<file path="src/rtl/fifo_wr_arbiter.sv">
// ---------------------------------------------------------------------------
// fifo_wr_arbiter
//
// Round-robin arbiter sharing the write port of an asynchronous FIFO among
// NUM_REQ requesters. Runs entirely in the FIFO write-clock domain. A winner
// owns the port for at most BURST_LEN accepted words, then one IDLE cycle
// re-arbitrates starting just after the previous owner.
//
// Ports
//   CLK       in   write-domain clock (same as FIFO W_CLK)
//   RST_N     in   asynchronous active-low reset
//   REQ       in   [NUM_REQ]             per-requester word available
//   REQ_DATA  in   [NUM_REQ*DATA_WIDTH]  requester i word at [i*DATA_WIDTH +: DATA_WIDTH]
//   FULL      in   FIFO full flag, used combinationally
//   ACK       out  [NUM_REQ]  one-hot, owner's word written this cycle
//   GNT       out  [NUM_REQ]  one-hot registered owner, zero when idle
//   BUSY      out  a grant is active
//   W_EN      out  FIFO write enable
//   DATA_IN   out  [DATA_WIDTH] FIFO write data
// ---------------------------------------------------------------------------
module fifo_wr_arbiter #(
  parameter int NUM_REQ    = 4,
  parameter int DATA_WIDTH = 4,
  parameter int BURST_LEN  = 4
) (
  input  logic                          CLK,
  input  logic                          RST_N,
  input  logic [NUM_REQ-1:0]            REQ,
  input  logic [NUM_REQ*DATA_WIDTH-1:0] REQ_DATA,
  input  logic                          FULL,
  output logic [NUM_REQ-1:0]            ACK,
  output logic [NUM_REQ-1:0]            GNT,
  output logic                          BUSY,
  output logic                          W_EN,
  output logic [DATA_WIDTH-1:0]         DATA_IN
);

  localparam int IDX_W = $clog2(NUM_REQ);
  localparam int CNT_W = $clog2(BURST_LEN + 1);

  localparam logic [IDX_W-1:0] LAST_RST  = IDX_W'(NUM_REQ - 1);
  localparam logic [CNT_W-1:0] CNT_LAST  = CNT_W'(BURST_LEN - 1);
  localparam logic [IDX_W:0]   NUM_REQ_W = (IDX_W + 1)'(NUM_REQ);

  typedef enum logic {
    IDLE  = 1'b0,
    GRANT = 1'b1
  } state_t;

  state_t               state_reg, state_next;
  logic [NUM_REQ-1:0]   gnt_reg,   gnt_next;
  logic [CNT_W-1:0]     cnt_reg,   cnt_next;
  // Index of the most recent winner. While in GRANT it is also the current
  // owner, so no separate owner index register is needed.
  logic [IDX_W-1:0]     last_reg,  last_next;

  logic [DATA_WIDTH-1:0] req_data_arr [NUM_REQ];
  logic [IDX_W-1:0]      cand_idx     [NUM_REQ];
  logic [IDX_W-1:0]      winner;
  logic                  owner_req;
  logic                  accept;

  // Unpack the flat requester data bus.
  generate
    for (genvar gi = 0; gi < NUM_REQ; gi++) begin : g_slice
      assign req_data_arr[gi] = REQ_DATA[gi*DATA_WIDTH +: DATA_WIDTH];
    end
  endgenerate

  // Search order: cand_idx[k] = (last + 1 + k) mod NUM_REQ, so cand_idx[0]
  // is the requester right after the previous owner and the last entry is
  // the previous owner itself.
  generate
    for (genvar gi = 0; gi < NUM_REQ; gi++) begin : g_cand
      logic [IDX_W:0] sum;
      assign sum          = {1'b0, last_reg} + (IDX_W + 1)'(gi + 1);
      assign cand_idx[gi] = (sum >= NUM_REQ_W) ? IDX_W'(sum - NUM_REQ_W)
                                               : sum[IDX_W-1:0];
    end
  endgenerate

  // Walk from the back so the lowest search position with a set bit wins.
  always_comb begin
    winner = last_reg;
    for (int k = NUM_REQ - 1; k >= 0; k--) begin
      if (REQ[cand_idx[k]]) begin
        winner = cand_idx[k];
      end
    end
  end

  assign owner_req = REQ[last_reg];
  assign accept    = (state_reg == GRANT) && owner_req && !FULL;

  // State register
  always_ff @(posedge CLK or negedge RST_N) begin
    if (!RST_N) begin
      state_reg <= IDLE;
      gnt_reg   <= '0;
      cnt_reg   <= '0;
      last_reg  <= LAST_RST;
    end else begin
      state_reg <= state_next;
      gnt_reg   <= gnt_next;
      cnt_reg   <= cnt_next;
      last_reg  <= last_next;
    end
  end

  // Next-state logic
  always_comb begin
    state_next = state_reg;
    gnt_next   = gnt_reg;
    cnt_next   = cnt_reg;
    last_next  = last_reg;
    unique case (state_reg)
      IDLE: begin
        if (|REQ) begin
          state_next       = GRANT;
          gnt_next         = '0;
          gnt_next[winner] = 1'b1;
          last_next        = winner;
          cnt_next         = '0;
        end
      end
      GRANT: begin
        // A withdraw wins over FULL: the owner has nothing to write, so
        // holding the port would only block the others.
        if (!owner_req) begin
          state_next = IDLE;
          gnt_next   = '0;
          cnt_next   = '0;
        end else if (accept) begin
          if (cnt_reg == CNT_LAST) begin
            state_next = IDLE;
            gnt_next   = '0;
            cnt_next   = '0;
          end else begin
            cnt_next = cnt_reg + CNT_W'(1);
          end
        end
        // FULL with the owner still requesting: hold everything.
      end
      default: begin
        state_next = IDLE;
        gnt_next   = '0;
        cnt_next   = '0;
      end
    endcase
  end

  // Write-side outputs
  always_comb begin
    W_EN    = accept;
    ACK     = accept ? gnt_reg : '0;
    GNT     = gnt_reg;
    BUSY    = (state_reg == GRANT);
    DATA_IN = (state_reg == GRANT) ? req_data_arr[last_reg] : '0;
  end

endmodule

</file>
<file path="config.mk">
export PLATFORM = sky130hd
export DESIGN_NAME = fifo_wr_arbiter
export DESIGN_NICKNAME = d
export VERILOG_FILES = /design/src/rtl/fifo_wr_arbiter.sv
export SDC_FILE = /design/constraint.sdc
export NUM_CORES = 1
export LEC_CHECK = 0
export ABC_AREA = 1
export BUFFER_PORTS_ARGS = -buffer_cell sky130_fd_sc_hd__buf_2
export CAP_MARGIN = 5
export CORE_MARGIN = 3
export CORE_UTILIZATION = 49
export DETAILED_ROUTE_END_ITERATION = 6
export GPL_TIMING_DRIVEN = 0
export PLACE_DENSITY = 0.95
export REMOVE_ABC_BUFFERS = 1
export SYNTH_ARGS = -nofsm -noshare
export SYNTH_HDL_FRONTEND = slang
export SYNTH_SLANG_ARGS = --single-unit
</file>
<file path="constraint.sdc">
create_clock -name CLK -period 4.4 [get_ports CLK]
set_input_delay 0.66 -clock CLK [delete_from_list [all_inputs] [get_ports CLK]]
set_output_delay 0.66 -clock CLK [all_outputs]
set_load 0.005 [all_outputs]
</file>
==> metrics.md, run 1 <==
| Metric | Value |
|---|---|
| Number of ports placed on the die boundary | 37 |
| Vertical extent of the die | about 47 um |
| Biggest area consumer among synthesized cells | dfrtp_1 |
| Detailed Routing Iterations Pass 1 | 4 |
| First-pass GRT wire length | 3463 um |
| Count of pins over their slew limit | 0 |
| Post-synthesis cell type count | 20 |
| Combined area of all synthesized cells | 818.3 sq um |
| Family with the most delay on the worst path | flip-flops |
| Net count of the finished layout | 190 |
| Most used standard cell by instance count after synthesis | nand2_1 |
| CTS tree | built |
| Register bit total from synthesis | 10 |
| Die Width | 46.87 um |
| Worst-margin pin slew | 0.5001 ns |
| Die Area | 0.002196 sq mm |
| Async SR Flop Fraction | 100.0% |
| Number of antenna diodes | 0 |
| Areal power density over the cells | about 700 mW/mm^2 |
| Inserted Clock Buffers | 3 |
| # clock sinks | 10 |
| Share of post-route cells with drive strength above 1 | a little under a third |
| Number of vias after detailed routing | 949 |
| Wire length after detailed routing | 2148 um |
| Worst setup EP type | primary output |
| H-tree levels | 1 |
| CTS Hold Bufs | 0 |
| Leading register cell type out of synthesis | dfrtp_1 |
| Count of unresolved DRC violations after routing | 0 |
| Post-layout power | roughly 710 uW |
| Cell with the biggest individual delay on the critical path | dfstp_2 |
| Cell area after placement | roughly 980 sq um |
| Root Buffer Master | clkbuf_4 |
| Final Cycle Share | 57.55% |
| Count of buffers from port buffering | 36 |
| Post-DP HPWL | between 1500 and 2000 um |
| Leakage power figure | 0.0006022 uW |
| Total Negative Setup Slacks | 0 ns |
| Antenna violations before repair | 0 |
| Result of the run | finished clean |
| Clock insertion delay at the later pin of the skew report | 0.26 ns |
| Largest cells by area after synthesis | dfrtp_1 (24%), nand2_1 (20%), nand3_1 (8.0%) |
| Final Hold Violating Endpoints | 0 |
| Worst path arrival time | 1.87 ns |
| Number of gates given a new drive strength after cts | 0 |
| Routability congestion estimate | 0.8738 |
| Buffer levels on the longest clock path | 2 |
| Clock tree skew after final layout | between 0.015 and 0.02 ns |
| Post-synthesis instance total | 128 |
| Slew margin rel. | 66.54% |
| Avg Synthesized Cell Area | 6.393 sq um |
| Warnings from Yosys | 0 |
| Maxcap violations | 0 |
| Initial cell density of the core | a little over half |
| 1st-iter DRT viols | 27 |
| Area share of the largest cell type after synthesis | 24.46% |
| Routed WL per cell | 11.87 um |
| Core box area | between 0.0015 and 0.002 sq mm |
| Final number of setup-violating endpoints | 0 |
| Count of buffers added by post-CTS timing repair for setup | 0 |
| Number of global-route vias before repair | 892 |
| Total overflow reported by the global router | 0 |
| Vias per cell | 5.243 |
| Std-Cell Rows | 14 |
| Number of buffers and inverters on the critical path | 3 |
| Minimum hold slack | about 0.24 ns |
| FILL cells | 140 |
| Number of flip-flops under the largest register name | 4 |
| Hold Crit Class | input pin to asynchronous set/reset pin |
| Final core utilization | 65.42% |
| Critical Path Start Type | flip-flop |
| Remaining antenna violation count after routing | 0 |
| RSZ-0062 raised after global routing | false |
| CP Max Fanout | 13 |
| EDFF count, synth | 0 |
| Slowest stage delay, CP | 0.65 ns |
| Clock transition at the registers of the reported paths | roughly 0.08 ns |
| Design area | 0.001008 sq mm |
| Most common cell type on the critical path | nand2_1 |
| GRT Overall Usage | 21.50% |
| Highest clock frequency the design can meet | around 400 MHz |
| Worst Path Required | 3.74 ns |
| Maximum number of pins on one net before global-route repair | 14 |
| Post-synthesis sequential area ratio | 30.89% |
| Cell types with the highest counts after synthesis | nand2_1 (44), inv_1 (16), nand3_1 (13), nor2_1 (12), dfrtp_1 (8) |
| Period minus WS final | between 2 and 3 ns |
| Area added between synthesis and finish | 23.24% |
| Critical-path cell list | inv_4, nand2_1, nand3_1, nand2_1, nand2_1, nor2_1, inv_1, nor2_1, buf_2 |
| Max IR drop VDD | between 500 and 600 uV |
| Critical path type | flip-flop to primary output |
==> layer usage <==
metal	share of wire, %	GRT usage, %
met5	0	0
met4	1.4	8.287
met3	3.5	3.831
met2	54	38.21
met1	41	25.40
==> kinds of logic after synthesis <==
kind of cell / synth area share (%)
simple gates: 45.26
buf+inv: 13.46
compound gates: 8.867
flops: 30.89
fa+ha+maj: 1.529
==> cells in the final DEF (no fill, tap or decap), drive strengths merged <==
master	synthesis	layout
o21a	1	1
buf	2	36
a22oi	4	4
dfrtp	8	8
nand2	51	51
nor2	13	13
nand3b	1	1
nand3	13	13
nand4	6	6
inv	19	19
ha	1	1
o21ai	2	2
dfstp	2	2
clkbuf	1	4
a31oi	4	4
==> power breakdown <==
| part | switching, uW | internal [uW] |
|---|---|---|
| registers | 47.8 | 134 |
| logic | 288 | 170 |
| clock network | 31.4 | 34.9 |
==> cell type report <==
cell class / instances / area, sq um / share of cell area (%)
multi-input cells: 96 / 455.4 / 45.16
clock buffers: 4 / 26.28 / 2.605
flip-flops and latches: 10 / 252.7 / 25.06
well taps: 16 / 20.02 / 1.985
repair buffers: 36 / 180.2 / 17.87
inverters: 19 / 73.82 / 7.320
==> through the flow <==
stage / instances / setup WS (ns)
after CTS: 181 / 1.913
after global placement: 177 / 2.180
after detailed placement: 177 / 2.138
final: 181 / 1.868
after global routing: 181 / 1.721
after floorplan: 125 / 2.420
==> worst paths after layout <==
check                                        start                       to  slack, ns  cells past startpoint
setup / recovery           last_reg[0]$_DFFE_PN1P_                   ACK[2]       1.87                      9
hold / removal                               RST_N   cnt_reg[1]$_DFFE_PN0P_       0.24                      1
setup reg to reg           last_reg[0]$_DFFE_PN1P_       GNT[3]$_DFFE_PN0P_       2.73                     10
hold reg to reg             cnt_reg[2]$_DFFE_PN0P_   cnt_reg[2]$_DFFE_PN0P_       0.49                      2
max in group asynchronous                    RST_N  last_reg[1]$_DFFE_PN1P_       3.89                      1
min in group CLK            cnt_reg[2]$_DFFE_PN0P_   cnt_reg[2]$_DFFE_PN0P_       0.49                      2
(Power assumes the default switching activity.)
==> inputs of run 2 (changes only) <==
Settings changed: ABC_AREA 1 to 0, CORE_UTILIZATION 49 to 45, PLACE_DENSITY 0.95 to 0.9.
Clock period 4.4 ns to 2.4 ns, I/O delays scaled along.
==> run 2 against run 1 <==
Combinational power is 14% higher. Critical path depth decreased by 4. Non-clock buffer count increased by 1. Die area up 1.4%. Synthesized area decreased by 6.7%. Cell count is 32% lower. Critical path type unchanged. Power up 48%. Flip-flop and latch count is the same. Clock-buffer cell count unchanged. Critical endpoint is now ACK[0]. Worst setup slack got worse by 1.7 ns.
==> metrics.md, run 2 <==
| Metric | Value |
|---|---|
| Count of unresolved DRC violations after routing | 0 |
| Areal power density over the cells | 1056 mW/mm^2 |
| Critical path type | flip-flop to primary output |
| Area share of the largest cell type after synthesis | a little over a quarter |
| Worst path arrival time | 1.86 ns |
| 1st-iter DRT viols | 3 |
| Layout Cells excl Fill | 123 |
| Highest clock frequency the design can meet | about 450 MHz |
| Post-synthesis sequential area ratio | 33.11% |
| Vias per cell | 5.423 |
| Most used standard cell by instance count after synthesis | dfrtp_1 |
| Vertical extent of the die | 47.19 um |
| Remaining antenna violation count after routing | 0 |
| Inserted Clock Buffers | 3 |
| EDFF count, synth | 0 |
| Wire length on met3 | 48 um |
| R2R setup slack | 0.76 ns |
| Initial cell density of the core | between 40% and 50% |
| Warnings from Yosys | 0 |
| GRT Overall Usage | 17.71% |
| Die Width | 47.19 um |
| Largest cells by area after synthesis | dfrtp_1 (26%), mux4_1 (14%), dfstp_2 (6.9%) |
| Hold Crit Class | input pin to flip-flop |
| Result of the run | finished clean |
| RSZ-0062 raised after global routing | false |
| Antenna violations before repair | 0 |
| Period minus WS final | between 2 and 2.5 ns |
| Area added between synthesis and finish | 29.34% |
| Post-DP HPWL | 1361 um |
| Slew margin rel. | 75.73% |
| Final core utilization | 63.32% |
| Root Buffer Master | clkbuf_4 |
| Most common cell after layout, fill and taps aside | buf_2 |
| Count of buffers from port buffering | 36 |
| Combined area of all synthesized cells | ~760 sq um |
| Count of pins over their slew limit | 0 |
| Worst setup EP type | primary output |
| Met2 layer wire length in the routed design | 964 um |
| Total overflow reported by the global router | 0 |
| Net count of the finished layout | 132 |
| Post-synthesis instance total | 68 |
| Total Negative Setup Slacks | 0 ns |
| Max IR drop VDD | between 500 and 600 uV |
| Maxcap violations | 0 |
| Die Area | 0.002226 sq mm |
| Wire length after detailed routing | 1694 um |
| Final Hold Violating Endpoints | 0 |
| Number of global-route vias before repair | 640 |
| Post-synthesis cell type count | 34 |
| Detailed Routing Iterations Pass 1 | 4 |
| CP Max Fanout | 11 |
| Number of gates given a new drive strength after cts | 0 |
| Clock transition at the registers of the reported paths | 0.07 ns |
| Number of ports placed on the die boundary | 37 |
| Core box area | between 0.0015 and 0.002 sq mm |
| CTS Hold Bufs | 1 |
| Leading register cell type out of synthesis | dfrtp_1 |
| Avg Synthesized Cell Area | 11.22 sq um |
| Async SR Flop Fraction | 100.0% |
| Worst-margin pin slew | 0.3629 ns |
| Critical Path Start Type | flip-flop |
| Number of antenna diodes | 0 |
| Number of vias after detailed routing | 667 |
| Maximum number of pins on one net before global-route repair | 15 |
| Worst Slack Setup Final | 0.1782 ns |
| Count of buffers added by post-CTS timing repair for setup | 0 |
| Cell types with the highest counts after synthesis | dfrtp_1 (8), inv_1 (5) |
| CTS tree | built |
| Routed WL per cell | ~14 um |
| Clock tree skew after final layout | 0.001311 ns |
| Highest signal layer in the routed design | met4 |
| Std-Cell Rows | 14 |
| Clock insertion delay at the later pin of the skew report | 0.28 ns |
| Met1 layer wirelength in the final routing | 658 um |
| Share of post-route cells with drive strength above 1 | 50.47% |
| Buffer levels on the longest clock path | 2 |
| Leakage power figure | 0.0005113 uW |
| First-pass GRT wire length | 2711 um |
| Register bit total from synthesis | 10 |
| Final Cycle Share | between 90% and 100% |
| H-tree levels | 1 |
| Final number of setup-violating endpoints | 0 |
| Placed cells | between 100 and 150 |
| Routability congestion estimate | 0.7485 |
| Worst Path Required | 2.04 ns |
| Placement-stage worst setup slack | ~0.48 ns |
| Number of flip-flops under the largest register name | 4 |
| Biggest area consumer among synthesized cells | dfrtp_1 |
| Highest-count cells in the layout ignoring fill and taps | buf_2 (36), dfrtp_1 (8), inv_1 (5) |
| # clock sinks | 10 |
## run 2: cell count changes after synthesis, sizes merged, moves of 3 or more
cell    change
nand4       -6
and2        +8
o22ai       +3
a21oi       +3
mux4        +4
mux2i       +4
and2b       +3
a31oi       -4
nor2       -10
a22oi       -4
nand2b      +3
inv        -14
nand2      -49
nand3      -13
## run 2: routing by layer
metal,track usage (%),up-vias
met5,0,-
met4,4.972,0
met3,6.897,2
met2,33.06,9
met1,18.10,317
li1,-,339
## run 2: area by class of cell
type | count | area (sq um)
fillers | 123 | 571.8
flip-flops and latches | 10 | 252.7
multi-input cells | 51 | 469.2
repair buffers | 37 | 190.2
inverters | 5 | 18.77
clock buffers | 4 | 36.28
well taps | 16 | 20.02
## run 2: path summary, 6_finish.rpt
path | to | cells past startpoint | startpoint
worst max register to register | GNT[2]$_DFFE_PN0P_ | 4 | last_reg[0]$_DFFE_PN1P_
worst max-delay path | ACK[0] | 5 | last_reg[0]$_DFFE_PN1P_
min in group asynchronous | cnt_reg[2]$_DFFE_PN0P_ | 2 | RST_N
max in group asynchronous | last_reg[1]$_DFFE_PN1P_ | 2 | RST_N
worst min-delay path | cnt_reg[1]$_DFFE_PN0P_ | 3 | FULL
worst min register to register | cnt_reg[2]$_DFFE_PN0P_ | 1 | cnt_reg[2]$_DFFE_PN0P_
## run 2: metrics by stage
| step | hold WS [ns] | power [uW] | instance area (sq um) |
|---|---|---|---|
| 2_1_floorplan | 0.06441 | 705.2 | 740.7 |
| 3_3_place_gp | 0.2239 | 858.2 | 940.9 |
| 3_5_place_dp | 0.2292 | 891.9 | 940.9 |
| 4_1_cts | 0.4552 | 1055 | 987.2 |
| 5_1_grt | 0.4711 | 1130 | 987.2 |
| 6_report | 0.4602 | 1042 | 987.2 |
## run 2: power breakdown
group / switching [uW] / total (uW) / internal, uW
combinational: 218 / 522 / 303
sequential: 113 / 362 / 249
clock: 65.4 / 158 / 92.4
total: 397 / 1040 / 645
## run 2: critical path, cell delays in order (launching register included)
cell and delay [ns]:
dfstp_2 0.68, mux2i_1 0.26, o22ai_2 0.14, and2b_4 0.21
and2_2 0.18, buf_2 0.12
## run 2: cells by family after synthesis
family	count (synthesis)	share of synthesized area, %
compound gates	17	18.69
fa+ha+maj	1	1.639
mux	9	20.49
flops	10	33.11
simple gates	24	20.66
buf+inv	7	5.410
